### src/rtl/wptr_full_lvl.sv
// Write-side pointer and flag logic for an asynchronous FIFO: Gray write pointer,
// full / almost-full flags, fill level and a sticky overflow flag.
module wptr_full_lvl #(
    parameter int ADDRSIZE    = 4,
    parameter int AFULL_LEVEL = 12
) (
    input  logic                wclk,
    input  logic                wrst,
    input  logic                winc,
    input  logic [ADDRSIZE:0]   wq2_rptr,
    input  logic                wovf_clr,
    output logic [ADDRSIZE-1:0] waddr,
    output logic [ADDRSIZE:0]   wptr,
    output logic                wfull,
    output logic                walmost_full,
    output logic [ADDRSIZE:0]   wlevel,
    output logic                woverflow
);

    localparam int DEPTH = 1 << ADDRSIZE;

    if (ADDRSIZE < 2 || AFULL_LEVEL < 1 || AFULL_LEVEL > DEPTH) begin : g_bad_params
        $error("wptr_full_lvl: illegal ADDRSIZE/AFULL_LEVEL combination");
    end

    localparam logic [ADDRSIZE:0] AFULL_LVL = (ADDRSIZE + 1)'(AFULL_LEVEL);

    logic [ADDRSIZE:0] wbin;
    logic [ADDRSIZE:0] wbinnext;
    logic [ADDRSIZE:0] wgraynext;
    logic [ADDRSIZE:0] rbin;
    logic [ADDRSIZE:0] lvlnext;
    logic              push;
    logic              full_next;
    logic              afull_next;

    // winc is a request with no back-pressure handshake: a word is taken on
    // every edge where winc=1 and wfull=0; requests while full are dropped
    // and recorded in woverflow.
    assign push = winc & ~wfull;

    always_comb begin
        rbin = '0;
        for (int i = 0; i <= ADDRSIZE; i++) begin
            rbin = rbin ^ (wq2_rptr >> i);
        end
    end

    assign wbinnext   = wbin + {{ADDRSIZE{1'b0}}, push};
    assign wgraynext  = (wbinnext >> 1) ^ wbinnext;
    assign lvlnext    = wbinnext - rbin;
    assign full_next  = (wgraynext == {~wq2_rptr[ADDRSIZE:ADDRSIZE-1], wq2_rptr[ADDRSIZE-2:0]});
    assign afull_next = (lvlnext >= AFULL_LVL);
    assign waddr      = wbin[ADDRSIZE-1:0];

    always_ff @(posedge wclk or posedge wrst) begin
        if (wrst) begin
            wbin         <= '0;
            wptr         <= '0;
            wfull        <= 1'b0;
            walmost_full <= 1'b0;
            wlevel       <= '0;
            woverflow    <= 1'b0;
        end else begin
            wbin         <= wbinnext;
            wptr         <= wgraynext;
            wfull        <= full_next;
            walmost_full <= afull_next;
            wlevel       <= lvlnext;
            // A rejected write in the same cycle as a clear keeps the flag set.
            if (winc && wfull) begin
                woverflow <= 1'b1;
            end else if (wovf_clr) begin
                woverflow <= 1'b0;
            end
        end
    end

endmodule

### config.mk
export PLATFORM = sky130hd
export DESIGN_NAME = wptr_full_lvl
export DESIGN_NICKNAME = d
export VERILOG_FILES = /design/src/rtl/wptr_full_lvl.sv
export SDC_FILE = /design/constraint.sdc
export NUM_CORES = 1
export LEC_CHECK = 0
export ABC_AREA = 1
export ABC_CLOCK_PERIOD_IN_PS = 2490
export BUFFER_PORTS_ARGS = -buffer_cell sky130_fd_sc_hd__buf_2
export CAP_MARGIN = 20
export CELL_PAD_IN_SITES_DETAIL_PLACEMENT = 0
export CELL_PAD_IN_SITES_GLOBAL_PLACEMENT = 1
export CORE_UTILIZATION = 30
export DETAILED_ROUTE_END_ITERATION = 7
export PLACE_DENSITY = 0.76
export SYNTH_ARGS = -nofsm -noshare
export SYNTH_HDL_FRONTEND = slang
export SYNTH_SLANG_ARGS = --single-unit
export TNS_END_PERCENT = 1
### constraint.sdc
create_clock -name wclk -period 2.49 [get_ports wclk]
set_clock_uncertainty 0.1 [all_clocks]
set_input_delay 0.498 -clock wclk [delete_from_list [all_inputs] [get_ports wclk]]
set_output_delay 0.498 -clock wclk [all_outputs]
set_load 0.005 [all_outputs]
### Word-level counts from Yosys, hierarchy flattened

Index checks and enable logic that the tools add are counted.
Widths: inputs -> output; s select.

* register bits after elaboration: 18
* input port bits: 9
* output and inout port bits: 17
* word-level logic and storage cells: 22

* add/subtract/negate cells: 2
* $lt $le $gt $ge: 1
* eq/ne operators: 1
* muxes and demuxes: 2
* bitwise logic cells: 8
* reductions and logical operators: 2

Operators with widths (number)
* $add 5x1->5: 1
* $eq 5x5->1: 1
* $ge 5x4->1 const B: 1
* $sub 5x5->5: 1
* $xor 4x5->5: 1
* $xor 5x1->5: 1
* $xor 5x2->5: 1
* $xor 5x3->5: 1
* $xor 5x4->5: 1
* $mux 1: 2
* $not 2->2: 1
* $reduce_bool 2->1: 1
* $and 1x1->1: 1
* $logic_and 1x1->1: 1
* $not 1->1: 1

### Logic depth before layout (Yosys ltp)

* depth after elaboration: 6
* gate-level depth with buffers: 13
* mapped depth without buffers: 13

### Least setup slack after synthesis

OpenSTA, ideal clock, no wires.

* kind: input-to-reg
* from: input port winc
* to: register walmost_full
* setup time: 0.068 ns
* arrival: 2.188 ns
* slack: 0.134 ns
* cell stages on the path: 12
* cell sequence: inv_1 > nor2_1 > ha_1 > ha_1 > inv_1 > fa_1 > inv_1 > nand2_1 > nand2_1 > a21oi_1 > or2_1 > nand3_1

* longest elaborated chain between the ends: 4

RTL lines
* from (decl): RTL line 9 `input logic winc,`
* $and 1x1->1: RTL line 40 `assign push = winc & ~wfull;`
* $add 5x1->5: RTL line 49 `assign wbinnext = wbin + {{ADDRSIZE{1'b0}}, push};`
* named net wbinnext[1]: RTL line 29 `logic [ADDRSIZE:0] wbinnext;`
* $sub 5x5->5: RTL line 51 `assign lvlnext = wbinnext - rbin;`
* $ge 5x4->1: RTL line 53 `assign afull_next = (lvlnext >= AFULL_LVL);`
* named net afull_next: RTL line 35 `logic afull_next;`
* to (signal assigned): RTL line 68 `walmost_full <= afull_next;`
* to (decl): RTL line 15 `output logic walmost_full,`

The timed path passes the listed nets, and every way through them passes these cells.
A chain may end at the register's enable or synchronous reset.

### Final worst setup path

* from: input port wq2_rptr[3]
* to: register walmost_full

* longest elaborated chain between the ends: 6

RTL lines
* from (decl): RTL line 10 `input logic [ADDRSIZE:0] wq2_rptr,`
* $xor 5x4->5: RTL line 45 `rbin = rbin ^ (wq2_rptr >> i);`
* $xor 5x3->5: RTL line 45
* $xor 5x2->5 (*): RTL line 45
* $xor 5x1->5 (*): RTL line 45
* $sub 5x5->5 (*): RTL line 51
* $ge 5x4->1 (*): RTL line 53
* named net afull_next: RTL line 35

Mark *: on every way through the listed nets, which the timed path passes. The rest lies on a longest branch.

==> results.toml <==
[hold_path]
hold_path_class = "input pin to asynchronous set/reset pin"

[floorplan]
design.die.area_mm2 = 0.003442
io_pins = 26
core_area_mm2 = 0.003053
die_w_um = 58.67
start_util_pct = 31.56
rows = 20
die_h_um = 58.67

[sta]
setup_viol = 0
rsz0062_at_grt = "no"
finalHoldViolCount = 0
fmax_mhz = 441.8
fin_crit_ns = 2.264
drv_slew = 0
slew_headroom_pct = 56.40
tightest_slew_ns = 0.6533
min_period_over_period_pct = 90.91
hold_ws_ns = 0.1865

[worst_setup_path]
path_cells = "buf_2 -> xnor2_2 -> xor2_2 -> xor2_1 -> ha_1 -> fa_1 -> inv_1 -> nand2_1 -> nand2_1 -> a21oi_1 -> or2_1 -> nand3_1"
reg2reg_to = "walmost_full$_DFF_PP0_"
slowest_stage = "fa_1"
crit_path_start_kind = "input pin"
path_max_fanout = 3
reg2reg_depth = 12
reg2reg_slack_ns = 0.26
crit_family = "adder cells"
worstSetupPathType = "input pin to flop"
crit_top_cell = "nand2_1"
reg2reg_from = "wfull$_DFF_PP0_"
arrival_ns = 2.39
path_buf_inv = 2
worstPathRequired_ns = 2.62
slowest_delay_ns = 0.39
end_kind = "flop"

[final_layout]
diodes = 0
mostFrequentLayoutCells = "nand2_1 (39), buf_2 (25), dfrtp_1 (17)"
fin_area_mm2 = 0.001250
final_common_cell = "nand2_1"
post-route-util_pct = 40.94
drive_gt1_share_pct = 29.22
syn2layout_area_growth_pct = 29.74
final_nets = 171

[clocking]
cts.sinks = 17
cts_root_buf = "clkbuf_4"
cts.repair.resized = 0
h-tree-depth = 1
cts_setup_buffers = 0
clk_pin_slew_worst_paths_ns = 0.10
cts_buffers = 3
clockBufferDepth = 2
ctsHoldBuffers = 0
clk-insertion-delay-late_ns = 0.29
cts_tree = "built"

[global_route]
antenna_found_initial = 0
grt-ovfl-total = 0
grt_usage_pct = 13.49
grt_pass1_wl_mm = 3.325
grt_max_degree = 18
grt_pass1_vias = 767

[place]
port_buffers = 25
routabilityCongestion = 0.8570
placed_area_mm2 = 0.001219
hpwl_mm = 1.653

[detailed_routing]
ant_nets = 0
routed_wl_mm = 1.993
drt-vias-per-instance = 4.268
drt-initial-drc-count = 15
drt-pass1-iter-count = 4
num_vias = 845
post-route-drc-count = 0
wl_per_cell_um = 10.07

[yosys]
syn-cell-area_um2 = 963.4
syn_nets = 131
yosys_warnings = 0
syn_avg_cell_area_um2 = 8.378
synth_cells = 115
synth-seq-cells = 17
yosysUniqueCellTypes = 18
synth-seq-area-share_pct = 44.16

[power_and_ir_drop]
vdd_drop_max_mv = 0.4834
p_per_area_mw_per_mm2 = 1339
leakage_nw = 0.7037
total_power_mw = 1.673

[job]
cap_viol_max_count = 0

[run_status]
outcome = "finished, final reports clean"
-- kinds of logic after synthesis --
group	Yosys count	synth area share (%)
xor+xnor	7	8.702
flops	17	44.16
buf+inv	18	7.403
simple gates	62	27.79
compound gates	4	2.078
fa+ha+maj	7	9.870
-- report_power, final --
| part | total (mW) | internal, mW | switching, mW |
|---|---|---|---|
| sequential | 0.490 | 0.418 | 0.0721 |
| clock | 0.150 | 0.0622 | 0.0874 |
| combinational | 1.03 | 0.479 | 0.555 |
| total | 1.67 | 0.959 | 0.714 |
-- how the worst max path moves through the flow --
stage | to | cells after the start | start
3_5_place_dp | walmost_full$_DFF_PP0_ | 12 | wq2_rptr[3]
2_1_floorplan | walmost_full$_DFF_PP0_ | 12 | winc
3_3_place_gp | walmost_full$_DFF_PP0_ | 12 | wq2_rptr[3]
6_report | walmost_full$_DFF_PP0_ | 12 | wq2_rptr[3]
4_1_cts | walmost_full$_DFF_PP0_ | 12 | wfull$_DFF_PP0_
5_1_grt | walmost_full$_DFF_PP0_ | 12 | wfull$_DFF_PP0_
-- worst reg2reg max path: stages (launching register included) --
cell and delay [ns]:
dfrtp_1 0.41, nor2_2 0.15, ha_1 0.20, ha_2 0.21, inv_1 0.06, nand2_1 0.05, nand2_1 0.07, ha_1 0.34
a21oi_1 0.16, o21ai_1 0.10, xor2_1 0.16, nand2_1 0.07, nand3_1 0.06
-- layout make-up --
type,count,area (um2)
sequential,17,425.4
fill,325,1803
inverter,17,63.81
tap,44,55.05
timing repair buffer,36,207.7
multi-input combinational,80,471.7
clock buffer,4,26.28
-- cells in the mapped netlist --
cell type | count | area share, %
xnor2_1 | 2 | 1.8
inv_1 | 16 | 6.2
nand2_1 | 39 | 15
fa_1 | 1 | 2.1
xor2_2 | 2 | 3.4
inv_2 | 1 | 0.39
buf_4 | 1 | 0.78
nand3b_1 | 2 | 1.6
nand4_1 | 3 | 1.9
nor2_1 | 3 | 1.2
a21oi_1 | 2 | 1.0
dfrtp_1 | 17 | 44
or2_1 | 1 | 0.65
xnor2_2 | 1 | 1.7
ha_1 | 6 | 7.8
xor2_1 | 2 | 1.8
o21ai_0 | 2 | 1.0
nand3_1 | 14 | 7.3
-- per-layer routing --
metal	GRT usage, %	vias to the layer above	wire length [um]
met4	7.143	0	27
met5	0	-	0
met1	16.48	383	894
met3	2.637	2	94
met2	22.50	20	976
li1	-	440	-
-- stage by stage --
stage	setup TNS, ns	std cells	worst slack [ns]
detailed placement	-0.1207	194	-0.07429
global route	0	198	0.02320
floorplan	0	115	0.1338
finish	0	198	0.2263
global placement	-0.03719	194	-0.03033
CTS	0	198	0.1467
-- flip-flops by register name, indices dropped and copies added (netlist names) --
signal        cells
walmost_full      1
wptr              4
woverflow         1
wlevel            5
wfull             1
wbin              5
Power figures use the tool's default switching activity.
